### src/rtl/mem_stage.sv
// Memory-access pipeline stage: registers the execute slot, issues one data-memory
// request per load/store, stalls upstream until the response returns, then emits to writeback.
module mem_stage (
  input  logic        clk,
  input  logic        rst,
  input  logic        clk_en,
  input  logic        flush,
  input  logic        bubble_in,
  input  logic [4:0]  opcode_in,
  input  logic [4:0]  tgt_in_1,
  input  logic [4:0]  tgt_in_2,
  input  logic        is_load_in,
  input  logic        is_store_in,
  input  logic        tgts_cr_in,
  input  logic [4:0]  priv_type_in,
  input  logic [1:0]  crmov_mode_type_in,
  input  logic [31:0] alu_result_in_1,
  input  logic [31:0] alu_result_in_2,
  input  logic [31:0] addr_in,
  input  logic [31:0] store_data_in,
  input  logic [7:0]  exc_in,
  output logic        stall_out,
  output logic        mem_req,
  output logic        mem_we,
  output logic [31:0] mem_addr,
  output logic [31:0] mem_wdata,
  output logic [3:0]  mem_be,
  input  logic        mem_ready,
  input  logic        mem_rvalid,
  input  logic [31:0] mem_rdata,
  input  logic        mem_err,
  output logic        bubble_out,
  output logic [4:0]  opcode_out,
  output logic [4:0]  tgt_out_1,
  output logic [4:0]  tgt_out_2,
  output logic        is_load_out,
  output logic        is_store_out,
  output logic        tgts_cr_out,
  output logic [4:0]  priv_type_out,
  output logic [1:0]  crmov_mode_type_out,
  output logic [31:0] alu_result_out_1,
  output logic [31:0] alu_result_out_2,
  output logic [31:0] mem_result_out,
  output logic [31:0] addr_out,
  output logic [7:0]  exc_out,
  output logic [1:0]  fsm_state
);

  // Memory handshake: a request transfers on a clk_en edge where mem_req && mem_ready;
  // the matching response (load data or store ack) is the single mem_rvalid pulse that follows.
  typedef enum logic [1:0] {
    S_IDLE  = 2'd0,
    S_REQ   = 2'd1,
    S_WAIT  = 2'd2,
    S_DRAIN = 2'd3
  } state_t;

  state_t state;

  assign stall_out = (state != S_IDLE);
  assign fsm_state = state;

  logic is_mem_op;
  assign is_mem_op = !bubble_in && (exc_in == 8'h00) && (is_load_in || is_store_in);

  logic [3:0]  st_be;
  logic [31:0] st_wdata;

  always_comb begin
    st_be    = 4'b1111;
    st_wdata = store_data_in;
    if (opcode_in >= 5'd6 && opcode_in <= 5'd8) begin
      if (addr_in[1]) begin
        st_be    = 4'b1100;
        st_wdata = {store_data_in[15:0], 16'h0000};
      end else if (addr_in[0]) begin
        st_be    = 4'b0110;
        st_wdata = {8'h00, store_data_in[15:0], 8'h00};
      end else begin
        st_be    = 4'b0011;
        st_wdata = {16'h0000, store_data_in[15:0]};
      end
    end else if (opcode_in >= 5'd9 && opcode_in <= 5'd11) begin
      st_be    = 4'b0001 << addr_in[1:0];
      st_wdata = {24'h000000, store_data_in[7:0]} << {addr_in[1:0], 3'b000};
    end
  end

  // Slot fields are loaded into the output registers at capture; for memory ops they
  // sit behind bubble_out=1 until the response completes the slot.
  always_ff @(posedge clk or posedge rst) begin
    if (rst) begin
      state               <= S_IDLE;
      mem_req             <= 1'b0;
      mem_we              <= 1'b0;
      mem_addr            <= 32'h0;
      mem_wdata           <= 32'h0;
      mem_be              <= 4'h0;
      bubble_out          <= 1'b1;
      opcode_out          <= 5'h0;
      tgt_out_1           <= 5'h0;
      tgt_out_2           <= 5'h0;
      is_load_out         <= 1'b0;
      is_store_out        <= 1'b0;
      tgts_cr_out         <= 1'b0;
      priv_type_out       <= 5'h0;
      crmov_mode_type_out <= 2'h0;
      alu_result_out_1    <= 32'h0;
      alu_result_out_2    <= 32'h0;
      mem_result_out      <= 32'h0;
      addr_out            <= 32'h0;
      exc_out             <= 8'h0;
    end else if (clk_en) begin
      case (state)
        S_IDLE: begin
          if (flush) begin
            bubble_out <= 1'b1;
          end else begin
            opcode_out          <= opcode_in;
            tgt_out_1           <= tgt_in_1;
            tgt_out_2           <= tgt_in_2;
            is_load_out         <= is_load_in;
            is_store_out        <= is_store_in;
            tgts_cr_out         <= tgts_cr_in;
            priv_type_out       <= priv_type_in;
            crmov_mode_type_out <= crmov_mode_type_in;
            alu_result_out_1    <= alu_result_in_1;
            alu_result_out_2    <= alu_result_in_2;
            mem_result_out      <= 32'h0;
            addr_out            <= addr_in;
            exc_out             <= exc_in;
            if (is_mem_op) begin
              bubble_out <= 1'b1;
              state      <= S_REQ;
              mem_req    <= 1'b1;
              mem_we     <= is_store_in;
              mem_addr   <= {addr_in[31:2], 2'b00};
              mem_be     <= is_store_in ? st_be : 4'b1111;
              mem_wdata  <= is_store_in ? st_wdata : 32'h0;
            end else begin
              bubble_out <= bubble_in;
            end
          end
        end
        S_REQ: begin
          bubble_out <= 1'b1;
          if (flush || mem_ready) begin
            mem_req <= 1'b0;
          end
          if (flush) begin
            state <= mem_ready ? S_DRAIN : S_IDLE;
          end else if (mem_ready) begin
            state <= S_WAIT;
          end
        end
        S_WAIT: begin
          if (flush) begin
            bubble_out <= 1'b1;
            state      <= mem_rvalid ? S_IDLE : S_DRAIN;
          end else if (mem_rvalid) begin
            bubble_out <= 1'b0;
            state      <= S_IDLE;
            if (mem_err) begin
              mem_result_out <= 32'h0;
              exc_out        <= is_store_out ? 8'h83 : 8'h82;
            end else begin
              mem_result_out <= mem_rdata;
            end
          end else begin
            bubble_out <= 1'b1;
          end
        end
        S_DRAIN: begin
          bubble_out <= 1'b1;
          if (mem_rvalid) begin
            state <= S_IDLE;
          end
        end
        default: state <= S_IDLE;
      endcase
    end
  end

endmodule

### config.mk
export PLATFORM = sky130hd
export DESIGN_NAME = mem_stage
export DESIGN_NICKNAME = d
export VERILOG_FILES = /design/src/rtl/mem_stage.sv
export SDC_FILE = /design/constraint.sdc
export NUM_CORES = 1
export LEC_CHECK = 0
export ABC_CLOCK_PERIOD_IN_PS = 15700
export CORE_AREA = 3 3 170 172
export CTS_CLUSTER_SIZE = 10
export DETAILED_ROUTE_END_ITERATION = 8
export DIE_AREA = 0 0 173 175
export HOLD_SLACK_MARGIN = 0.03
export PLACE_DENSITY_LB_ADDON = 0.2
export SLEW_MARGIN = 20
export SYNTH_ARGS = -nofsm -noshare
export SYNTH_HDL_FRONTEND = slang
export SYNTH_SLANG_ARGS = --single-unit
### constraint.sdc
create_clock -name clk -period 15.7 [get_ports clk]
set_input_delay 2.355 -clock clk [delete_from_list [all_inputs] [get_ports clk]]
set_output_delay 2.355 -clock clk [all_outputs]
set_load 0.005 [all_outputs]
; ---- Yosys cells after proc, flatten, opt, wreduce, memory -nomap -nowiden
; Index checks and enable logic that the tools add are counted.
; Widths: inputs -> output; s select.
[totals]
latchBits = 0
register_bits = 232
memories = 0
ramBits = 0
out_inout_bits = 235
rom_bits = 0
[op_classes]
n_shift = 2
n_div = 0
n_eq_ne = 10
n_bitwise = 1
addsub = 0
n_reduce_logical = 19
mux = 39
mul = 0
magnitude_cmp = 4
[ops]
columns = cell, count
row1 = $mux 32, 8
row2 = $pmux 32 s2, 1
row3 = $mux 8, 4
row4 = $shl 8x5->32, 1
row5 = $mux 24, 1
row6 = $mux 2, 8
row7 = $mux 4, 4
row8 = $pmux 8 s2, 1
row9 = $ne 2x2->1 const B, 6
row10 = $le 5x4->1 const B, 2
row11 = $reduce_and 5->1, 2
row12 = $logic_not 8->1, 1
row13 = $mux 1, 8
row14 = $pmux 2 s4, 1
row15 = $reduce_and 4->1, 2
row16 = $reduce_and 6->1, 1
row17 = $reduce_bool 2->1, 3
row18 = $ge 5x3->1 const B, 1
row19 = $ge 5x4->1 const B, 1
row20 = $eq 2x2->1 const B, 2
row21 = $logic_and 1x1->1, 4
row22 = $shl 1x2->4 const A, 1
row23 = $mux 3, 1
row24 = $ne 3x3->1 const B, 1
row25 = other kinds (9), 10

; ---- Longest topological paths before layout
; Gate-level depths: netlist (run 1).
[depth]
word_depth = 6
mapped_depth = 8
mapped_depth_nobuf = 5

; ---- Worst setup path before layout (run 1)
; Ideal clock, no wire load.
[synth_path]
path_type = input-to-reg
startpoint = input exc_in[2]
endpoint = register mem_wdata[24]
setup_slack_ns = 11.870
path_stages = 5
arrival_ns = 3.704
cell_sequence = nor4_1 o2111a_1 nand2_1 clkbuf_1 a221o_1
[synth_between]
elab_chain_len = 4
[synth_rtl]
columns = item, line_no
row1 = from (decl), 21  ; input logic [7:0] exc_in,
row2 = $logic_not 8->1, 64  ; assign is_mem_op = !bubble_in && (exc_in == 8'h00) && (is_load_in || is_store_in);
row3 = $logic_and 1x1->1 (2 in a row), 64
row4 = $reduce_and 4->1 (no line), n/a
row5 = to (signal assigned), 139  ; mem_wdata <= is_store_in ? st_wdata : 32'h0;
row6 = to (decl), 26  ; output logic [31:0] mem_wdata,
; Every way passes these cells.
; A chain may end at the register's enable or synchronous reset.

; ---- Worst setup path in the final report (run 1)
[layout_path]
startpoint = input clk_en
endpoint = register mem_wdata[25]
[layout_between]
elab_chain_len = 1
[layout_rtl]
columns = item, line_no
row1 = from (decl), 6  ; input logic clk_en,
row2 = $reduce_and 4->1 (no line), n/a
; Every way passes these cells.

==> run metrics, run 1 <==
status=finished, final reports clean; RSZ-0062 raised after global routing=no; Vias=between 8000 and 9000; Row Count=61; Reg2Reg Launch Point=fsm_state[0]; Ports=approximately 440; Post-synth EDFFs=0; main flop type after synthesis=dfrtp_1; first-pass iteration count of the detailed router=5; M3 GR Usage=around 6.6%; Arrival @ worst endpoint=~5400 ps; CTS resizes=0; worst hold path cell count=2; TNS Setup=0 ps; period utilisation layout=about a third; worst-path maximum fanout=94; Most Crowded Layer GR=met2; top cells by area, synth=dfrtp_1, nand2_1, o21ai_0; number of global-route vias before repair=9001; GRT overflow=0; placer congestion estimate=0.818; H-tree depth=1; count of cell types in the netlist=slightly below 50; commonest cells in the netlist=nand2_1, dfrtp_1, o21ai_0; largest net degree at the start of global routing=around 110; Syn Area/Cell=about 9 µm²; worst skew pair latency=540 ps; initial core utilization=about a third; number of synthesized register bits=roughly 230; final WL=approximately 34000 µm; fin crit period=~5000 ps; Chip Width=173 µm; # hold bufs at CTS=0; core outline area=~28000 µm²; met2 Track Usage GR=between 30 and 40%; FF-to-FF End=mem_wdata[25]; Num CTS Buffers=27; post-DR wirelength/cell=between 15 and 20 µm; Yosys top cell by area=dfrtp_1; final setup violating endpoints=0; kind of critical path=input port to flop; worst min path class=flop to flop; Area Overhead vs Synth=54.9%; first-pass GRT wire length=around 52000 µm; grt met1 use=between 20% and 30%; Worst Setup Start Kind=input port; Max IR drop VDD=85.6 µV; static leakage=a little under 0.007 µW; Highest Clock Rate=0.201 GHz; top-area cell type share of the netlist area=between 50% and 60%; # clock sinks=232; Max Cap Violations=0; most numerous cell in the Yosys netlist=nand2_1; DIE AREA=30300 µm²; Layout Skew=8.16 ps; Slew Limit Fails=0; Final Non-Filler Cells=around 1900; Critical Path RT=between 15000 and 20000 ps; Hold Path Sink=mem_addr[21]; YS warnings=0; CP Capture Type=flop; initial antenna violation count=0; Die Ht=approximately 180 µm; sequential fraction of the synthesis area=59.6%; DR iter-0 viols=731; ratio of cells with drive above 1 in the final layout=about 3.9%; Post-Syn Instances=around 1100; post-DR vias/cell=around 4.8; clk buf depth=3; layout net count=~1700; DRC Markers=0; Final ANT Viol Nets=0; Post-Syn Area=9750 µm²; hpwl dp=approximately 24000 µm; pwr/cell area=between 100 and 150 nW/µm²; Reg clk slew, reported paths=roughly 60 ps; Worst-Margin Slew=about 1000 ps; Post-CTS Setup Bufs=0; HP Start=mem_addr[21]; Root Buffer Master=clkbuf_16; register-to-register setup slack=approximately 13000 ps; Async SR Flop Fraction=100%; Total GRT Usage=between 20% and 30%; R2R depth=6; Slew HR=between 30% and 40%; number of hold violations in the final report=0; Port Buf Inserts=roughly 430; CTS tree=yes; antenna diode count=0; Cells after DPL=1831
-- cell families (layout without fill, tap and decap cells) --
kind of cell / Yosys count / in the layout / synth area share (%)
AND/OR/NAND/NOR: 605 / 605 / 25.0
buffers and inverters: 78 / 490 / 3.45
AO/OA/AOI/OAI: 152 / 152 / 10.8
XOR/XNOR: 1 / 1 / 0.0899
other: 1 / 2 / 0.0385
flip-flops: 232 / 232 / 59.6
multiplexers: 10 / 10 / 1.03
-- cell type report --
type | instances | area (µm²)
fill | 2486 | 12500
sequential | 232 | 5810
timing repair buffer | 444 | 4420
multi-input combinational | 770 | 3630
clock buffer | 37 | 713
tap | 378 | 473
inverter | 7 | 33.8
clock inverter | 2 | 25.0
-- critical path: stages --
cell	delay, ps
clkdlybuf4s50_1	650
nor4b_4	250
buf_4	350
buf_4	830
and2_1	310
and4_1	380
a221o_1	200
-- metal layers --
metal / wire length [µm] / vias to the layer above
li1: - / 4320
met1: 13700 / 4250
met2: 16300 / 382
met3: 3090 / 47
met4: 718 / 0
met5: 0 / -
-- sequential cells by signal, summed over array words and instances (netlist names), 8 cells and up --
signal,flops
addr_out,32
mem_result_out,32
exc_out,8
alu_result_out_2,32
mem_addr,30
mem_wdata,32
alu_result_out_1,32
-- power by group --
group,switching [µW],internal [µW]
combinational,266,343
sequential,79.0,734
clock,239,313
-- through the flow --
step	hold WS [ps]	cell area (µm²)	total power, µW	utilization (%)	setup WS, ps
after CTS	475	15100	2000	54.7	10790
after floorplan	470	9750	1020	-	6990
after detailed placement	461	14400	1440	52.0	10210
after global placement	457	14400	1430	52.0	10290
final	468	15100	1970	54.7	10740
after global routing	482	15100	2090	54.7	10560
-- layout by cell type (no fill, tap or decap), types with 2 or more instances in the layout --
| cell type | count |
|---|---|
| clkdlybuf4s50_1 | 433 |
| a221o_1 | 15 |
| nor4b_4 | 2 |
| a22o_1 | 8 |
| inv_1 | 6 |
| a31oi_1 | 9 |
| nor2_1 | 22 |
| o21ai_1 | 2 |
| mux2i_1 | 10 |
| a221oi_1 | 17 |
| conb_1 | 2 |
| nor2_2 | 2 |
| a21oi_1 | 9 |
| nor4_1 | 3 |
| nand2_1 | 539 |
| a32o_1 | 17 |
| o21ai_0 | 65 |
| nor3_1 | 9 |
| o21a_1 | 3 |
| dfrtp_1 | 231 |
| nand2b_1 | 4 |
| nor3b_2 | 2 |
| clkbuf_16 | 27 |
| buf_4 | 10 |
| nand3_1 | 6 |
| a21o_1 | 2 |
| clkbuf_1 | 10 |
-- how the worst max path moves through the flow --
stage | slack (ps) | start | cells past startpoint | to
after floorplan | 6990 | rst | 1 | addr_out[0]
after global placement | 10290 | clk_en | 7 | mem_wdata[27]
after detailed placement | 10210 | clk_en | 7 | mem_wdata[26]
after CTS | 10790 | clk_en | 7 | mem_wdata[25]
after global routing | 10560 | clk_en | 8 | mem_wdata[25]
final | 10740 | clk_en | 7 | mem_wdata[25]
Power figures use the tool's default switching activity.
==> run 2: changes to the inputs <==
--- a/config.mk
+++ b/config.mk
@@ -5,11 +5,11 @@
 export SDC_FILE = /design/constraint.sdc
 export NUM_CORES = 1
 export LEC_CHECK = 0
-export ABC_CLOCK_PERIOD_IN_PS = 15700
-export CORE_AREA = 3 3 170 172
+export ABC_CLOCK_PERIOD_IN_PS = 4500
+export CORE_AREA = 3 3 169 171
 export CTS_CLUSTER_SIZE = 10
 export DETAILED_ROUTE_END_ITERATION = 8
-export DIE_AREA = 0 0 173 175
+export DIE_AREA = 0 0 172 174
 export HOLD_SLACK_MARGIN = 0.03
 export PLACE_DENSITY_LB_ADDON = 0.2
 export SLEW_MARGIN = 20
==> constraint.sdc (replaced) <==
create_clock -name clk -period 4.5 [get_ports clk]
set_input_delay 0.675 -clock clk [delete_from_list [all_inputs] [get_ports clk]]
set_output_delay 0.675 -clock clk [all_outputs]
set_load 0.005 [all_outputs]
==> run 2 against run 1 <==
- worst setup slack got worse by 9200 ps
- combinational power increased to 3.5 times the previous value
- routed wire length increased by 0.38%
- utilization up 1.6 points
- critical path type unchanged
- critical endpoint is now mem_addr[7]
- largest cell class unchanged
- largest power group unchanged
==> run metrics, run 2 (same netlist as run 1, synthesis figures left out) <==
status=finished, final reports clean; CTS tree=yes; fin crit period=2960 ps; kind of critical path=input port to flop; number of hold violations in the final report=0 (unchanged); hpwl dp=23900 µm (+0.36%); RSZ-0062 raised after global routing=no; Area Overhead vs Synth=56.1%; Final ANT Viol Nets=0 (unchanged); final setup violating endpoints=0 (unchanged); layout net count=1688 (+0.30%); core outline area=27000 µm² (-2.2%); Cells after DPL=1797 (-1.9%); Slew Limit Fails=0 (unchanged); H-tree depth=1 (unchanged); Chip Width=172 µm (-0.58%); Highest Clock Rate=around 0.34 GHz; commonest cells after routing, fill and taps aside=nand2_1, clkdlybuf4s50_1, dfrtp_1; TNS Setup=0 ps (unchanged); Post-CTS Setup Bufs=0 (unchanged); Row Count=60 (-1.6%); placer congestion estimate=0.816 (-0.24%); CP Capture Type=flop; worst skew pair latency=540 ps (about the same); most common library cell in the layout ignoring fill and taps=nand2_1; Max IR drop VDD=333 µV (+290%); Slew HR=33.6% (+3.4 points); DRC Markers=0 (unchanged); GRT overflow=0 (unchanged); ratio of cells with drive above 1 in the final layout=4.32% (+0.44 points); post-DR vias/cell=4.89 (+1.6%); Critical Path RT=4920 ps (-11260 ps); DIE AREA=29900 µm² (-1.1%); Worst Setup Start Kind=input port; pwr/cell area=464 nW/µm² (+250%); Hold WS=468 ps (+0.328 ps); Root Buffer Master=clkbuf_16; Total GRT Usage=22.0% (+0.38 points); number of global-route vias before repair=8995 (-0.067%); Vias=9024 (+0.28%); CTS resizes=0 (unchanged); worst min path class=flop to flop; first-pass iteration count of the detailed router=5 (unchanged); # hold bufs at CTS=0 (unchanged); DR iter-0 viols=620 (-15%); Reg clk slew, reported paths=60 ps (about the same); Num CTS Buffers=28 (+3.7%); post-DR wirelength/cell=18.4 µm (+1.7%); Ports=436 (unchanged); Port Buf Inserts=433 (unchanged); largest net degree at the start of global routing=134 (+25%); worst-path maximum fanout=47 (-50%); Worst-Margin Slew=992 ps (-55.0 ps); # clock sinks=232 (unchanged); initial core utilization=36.1% (+0.79 points); final WL=34000 µm (+0.38%); fillcell total=2421 (-2.6%); period utilisation layout=about two thirds; initial antenna violation count=2 (+2); Layout Skew=16.9 ps (+8.71 ps); static leakage=0.00702 µW (+0.99%); clk buf depth=3 (unchanged); Arrival @ worst endpoint=3380 ps (-2060 ps); first-pass GRT wire length=52200 µm (-0.39%); Max Cap Violations=0 (unchanged); Die Ht=174 µm (-0.57%); Final Non-Filler Cells=1846 (-1.3%)
## run 2: changes by cell type in the layout (fill, tap and decap cells not counted), moves of 2 or more
cell      change
clkbuf_1      +3
buf_12        +2
buf_4         +2
clkbuf_8      +2
diode_2       +2
## run 2: final timing paths
check / start / end / slack, ps / cells after the start
min in group asynchronous: rst / opcode_out[1] / 640 / 3
setup reg to reg: fsm_state[0] / mem_addr[7] / 1880 / 6
hold reg to reg: priv_type_out[0] / priv_type_out[0] / 470 / 2
max in group asynchronous: rst / tgt_out_2[3] / 3160 / 3
setup / recovery: exc_in[2] / mem_addr[7] / 1540 / 7
hold / removal: priv_type_out[0] / priv_type_out[0] / 470 / 2
## run 2: metrics by stage
| step | cell area, µm² | power [µW] | worst slack (ps) | util (%) |
|---|---|---|---|---|
| after floorplan | 9760 | 3560 | 790 | - |
| after global placement | 14400 | 5000 | 1010 | 53.1 |
| after detailed placement | 14400 | 5020 | 1010 | 53.1 |
| after CTS | 15200 | 7150 | 1600 | 56.2 |
| after global routing | 15200 | 7500 | 1410 | 56.3 |
| final | 15200 | 7060 | 1540 | 56.3 |
## run 2: layout make-up
class / count / area [µm²] / area share [%]
clock buffer: 43 / 777 / 5.11
timing repair buffer: 448 / 4490 / 29.5
inverter: 7 / 30.0 / 0.197
clock inverter: 3 / 51.3 / 0.337
antenna: 2 / 5.00 / 0.0329
sequential: 232 / 5810 / 38.2
tap: 341 / 427 / 2.80
multi-input combinational: 770 / 3630 / 23.8
## run 2: power breakdown
part	leakage (µW)	switching [µW]	internal [µW]
sequential	0.00302	284	2560
clock	0.000400	851	1230
combinational	0.00360	923	1210
total	0.00702	2060	5000
## run 2: worst max-delay path: stages
cell and delay, ps:
clkdlybuf4s50_1 460, nor4_1 590, o2111a_1 430, nand2_2 580, buf_4 460, nand2_1 90, nand2_1 50
## run 2: layer usage
metal	global-route usage, %	vias up	share of wire [%]
li1	-	4330	-
met1	28.0	4255	40
met4	6.02	2	2.7
met3	6.69	57	9.2
met5	0	-	0.038
met2	36.4	380	48
==> run 3: changes to the inputs <==
--- a/config.mk
+++ b/config.mk
@@ -5,11 +5,11 @@
 export SDC_FILE = /design/constraint.sdc
 export NUM_CORES = 1
 export LEC_CHECK = 0
-export ABC_CLOCK_PERIOD_IN_PS = 4500
-export CORE_AREA = 3 3 169 171
+export ABC_CLOCK_PERIOD_IN_PS = 2900
+export CORE_AREA = 3 3 166 168
 export CTS_CLUSTER_SIZE = 10
 export DETAILED_ROUTE_END_ITERATION = 8
-export DIE_AREA = 0 0 172 174
+export DIE_AREA = 0 0 169 171
 export HOLD_SLACK_MARGIN = 0.03
 export PLACE_DENSITY_LB_ADDON = 0.2
 export SLEW_MARGIN = 20
==> constraint.sdc (replaced) <==
create_clock -name clk -period 2.9 [get_ports clk]
set_input_delay 0.435 -clock clk [delete_from_list [all_inputs] [get_ports clk]]
set_output_delay 0.435 -clock clk [all_outputs]
set_load 0.005 [all_outputs]
==> run 3 against run 2 <==
- first-iteration DRC count is 30% higher
- flip-flop and latch count stayed put
- clock power is 49% higher
- sequential power is 55% higher
- routed wire length is 0.85% lower
- clock-buffer cell count is 5 lower
- die area is 3.4% lower
- hold slack worse by 41 ps
- sequential share of layout area is 0.26 points lower
- via count is 0.24% higher
- critical endpoint is now stall_out
- largest cell class unchanged
- highest routed layer is now met4
==> run metrics, run 3 (same netlist as run 1, synthesis figures left out) <==
Root Buffer Master=clkbuf_16; Reg2Reg Launch Point=fsm_state[1]; CP endpoint=stall_out; placer congestion estimate=0.828 (+1.4%); Worst Setup Start Kind=flop; Critical Path RT=2470 ps (-2450 ps); R2R depth=5 (-1); core outline area=26100 µm² (-3.6%); first-pass GRT wire length=51200 µm (-1.9%); initial core utilization=37.4% (+1.3 points); CTS resizes=0 (unchanged); register-to-register setup slack=880 ps (-1000 ps); slowest CP cell=dfrtp_1; pwr/cell area=708 nW/µm² (+53%); worst skew pair latency=530 ps (about the same); Slew HR=50.9% (+17 points); total stage count of the critical path=2 (-5); most common library cell in the layout ignoring fill and taps=nand2_1; Port Buf Inserts=433 (unchanged); Reg clk slew, reported paths=60 ps (about the same); Final ANT Viol Nets=0 (unchanged); Vias=9046 (+0.24%); Max IR drop VDD=555 µV (+67%); status=finished, final reports clean; total power=10800 µW (+54%); Arrival @ worst endpoint=1930 ps (-1450 ps); layout net count=1702 (+0.83%); clk buf depth=3 (unchanged); largest net degree at the start of global routing=124 (-7.5%); commonest cells after routing, fill and taps aside=nand2_1, clkdlybuf4s50_1, dfrtp_1; first-pass iteration count of the detailed router=7 (+2); kind of critical path=flop to primary output; Area Overhead vs Synth=57.1%; static leakage=0.00710 µW (+1.1%); post-DR wirelength/cell=18.2 µm (-0.90%); worst-path maximum fanout=15 (-68%); Highest Clock Rate=about 0.42 GHz; FF-to-FF End=mem_wdata[26]; hpwl dp=24000 µm (+0.25%); number of global-route vias before repair=8843 (-1.7%); # hold bufs at CTS=0 (unchanged); DRC Markers=0 (unchanged); H-tree depth=1 (unchanged); GRT overflow=0 (unchanged); final WL=33700 µm (-0.85%); Ports=436 (unchanged); RSZ-0062 raised after global routing=no; Chip Width=169 µm (-1.7%); CTS tree=yes; post-DR vias/cell=4.90 (+0.19%); crit-path leading delay family=flip-flops; worst-path cell chain=or2_2 -> clkdlybuf4s50_1; fin crit period=between 2000 and 2500 ps; Worst-Margin Slew=737 ps (-256 ps); Num CTS Buffers=28 (unchanged); Total GRT Usage=22.2% (+0.19 points); initial antenna violation count=0 (-2); ratio of cells with drive above 1 in the final layout=5.22% (+0.90 points); # clock sinks=232 (unchanged); worst min path class=input port to flop; DIE AREA=28900 µm² (-3.4%); TNS Setup=0 ps (unchanged); Layout Skew=5.35 ps (-11.5 ps); Crit path largest cell delay=550 ps (-40 ps); Row Count=59 (-1.7%); number of hold violations in the final report=0 (unchanged); period utilisation layout=approximately four fifths; Max Cap Violations=0 (unchanged); antenna diode count=0 (-2); DR iter-0 viols=807 (+30%); Post-CTS Setup Bufs=0 (unchanged); CP startpoint=fsm_state[1]; Die Ht=171 µm (-1.7%); final setup violating endpoints=0 (unchanged); Slew Limit Fails=0 (unchanged); Hold WS=427 ps (-41.3 ps); CP Capture Type=primary output; crit path buf inv count=1 (-1)
-- run 3: cell count changes in the layout (fill, tap and decap cells not counted), sizes merged --
cell | before | now
buf | 15 | 29
clkbuf | 43 | 38
diode | 2 | 0
bufinv | 1 | 0
clkinv | 2 | 3
-- run 3: worst min-delay path by stage --
| stage | start | to | slack, ps | cells after the start |
|---|---|---|---|---|
| final | alu_result_in_2[13] | alu_result_out_2[13] | 430 | 3 |
| after floorplan | addr_out[10] | addr_out[10] | 470 | 2 |
| after CTS | alu_result_in_2[13] | alu_result_out_2[13] | 400 | 3 |
| after global placement | crmov_mode_type_out[0] | crmov_mode_type_out[0] | 460 | 2 |
| after global routing | tgt_in_2[0] | tgt_out_2[0] | 410 | 3 |
| after detailed placement | alu_result_out_1[16] | alu_result_out_1[16] | 460 | 2 |
-- run 3: metrics by stage --
stage          area (µm²)  utilization [%]  setup WS, ps  cells
6_report            15300             58.8           530   1847
5_1_grt             15300             58.8           426   1847
4_1_cts             15300             58.8           507   1847
3_5_place_dp        14500             55.8           299   1806
3_3_place_gp        14500             55.8           345   1806
2_1_floorplan        9760                -          -570   1080
-- run 3: layout make-up --
class | count | area (µm²)
Clock buffer | 38 | 758
Clock inverter | 3 | 26.3
Fill cell | 2278 | 10700
Inverter | 7 | 30.0
Multi-Input combinational cell | 770 | 3630
Sequential cell | 232 | 5810
Tap cell | 335 | 419
Timing Repair Buffer | 462 | 4650
-- run 3: metal layers --
metal	part of all wire, %	up-vias	GRT usage, %
met1	40	4254	29.1
li1	-	4364	-
met4	2.1	0	5.43
met2	48	379	36.4
met3	9.5	49	6.77
met5	0	-	0
-- run 3: power breakdown --
part           total, µW  switching [µW]  internal [µW]
Combinational       3360            1460           1900
Clock               3090            1290           1790
Sequential          4400             429           3970
-- run 3: worst register-to-register path: stages (launching register included) --
cell	delay, ps
dfrtp_1	550
nor4b_4	500
and2_1	290
nand3_2	200
nor3_1	280
a221o_1	150
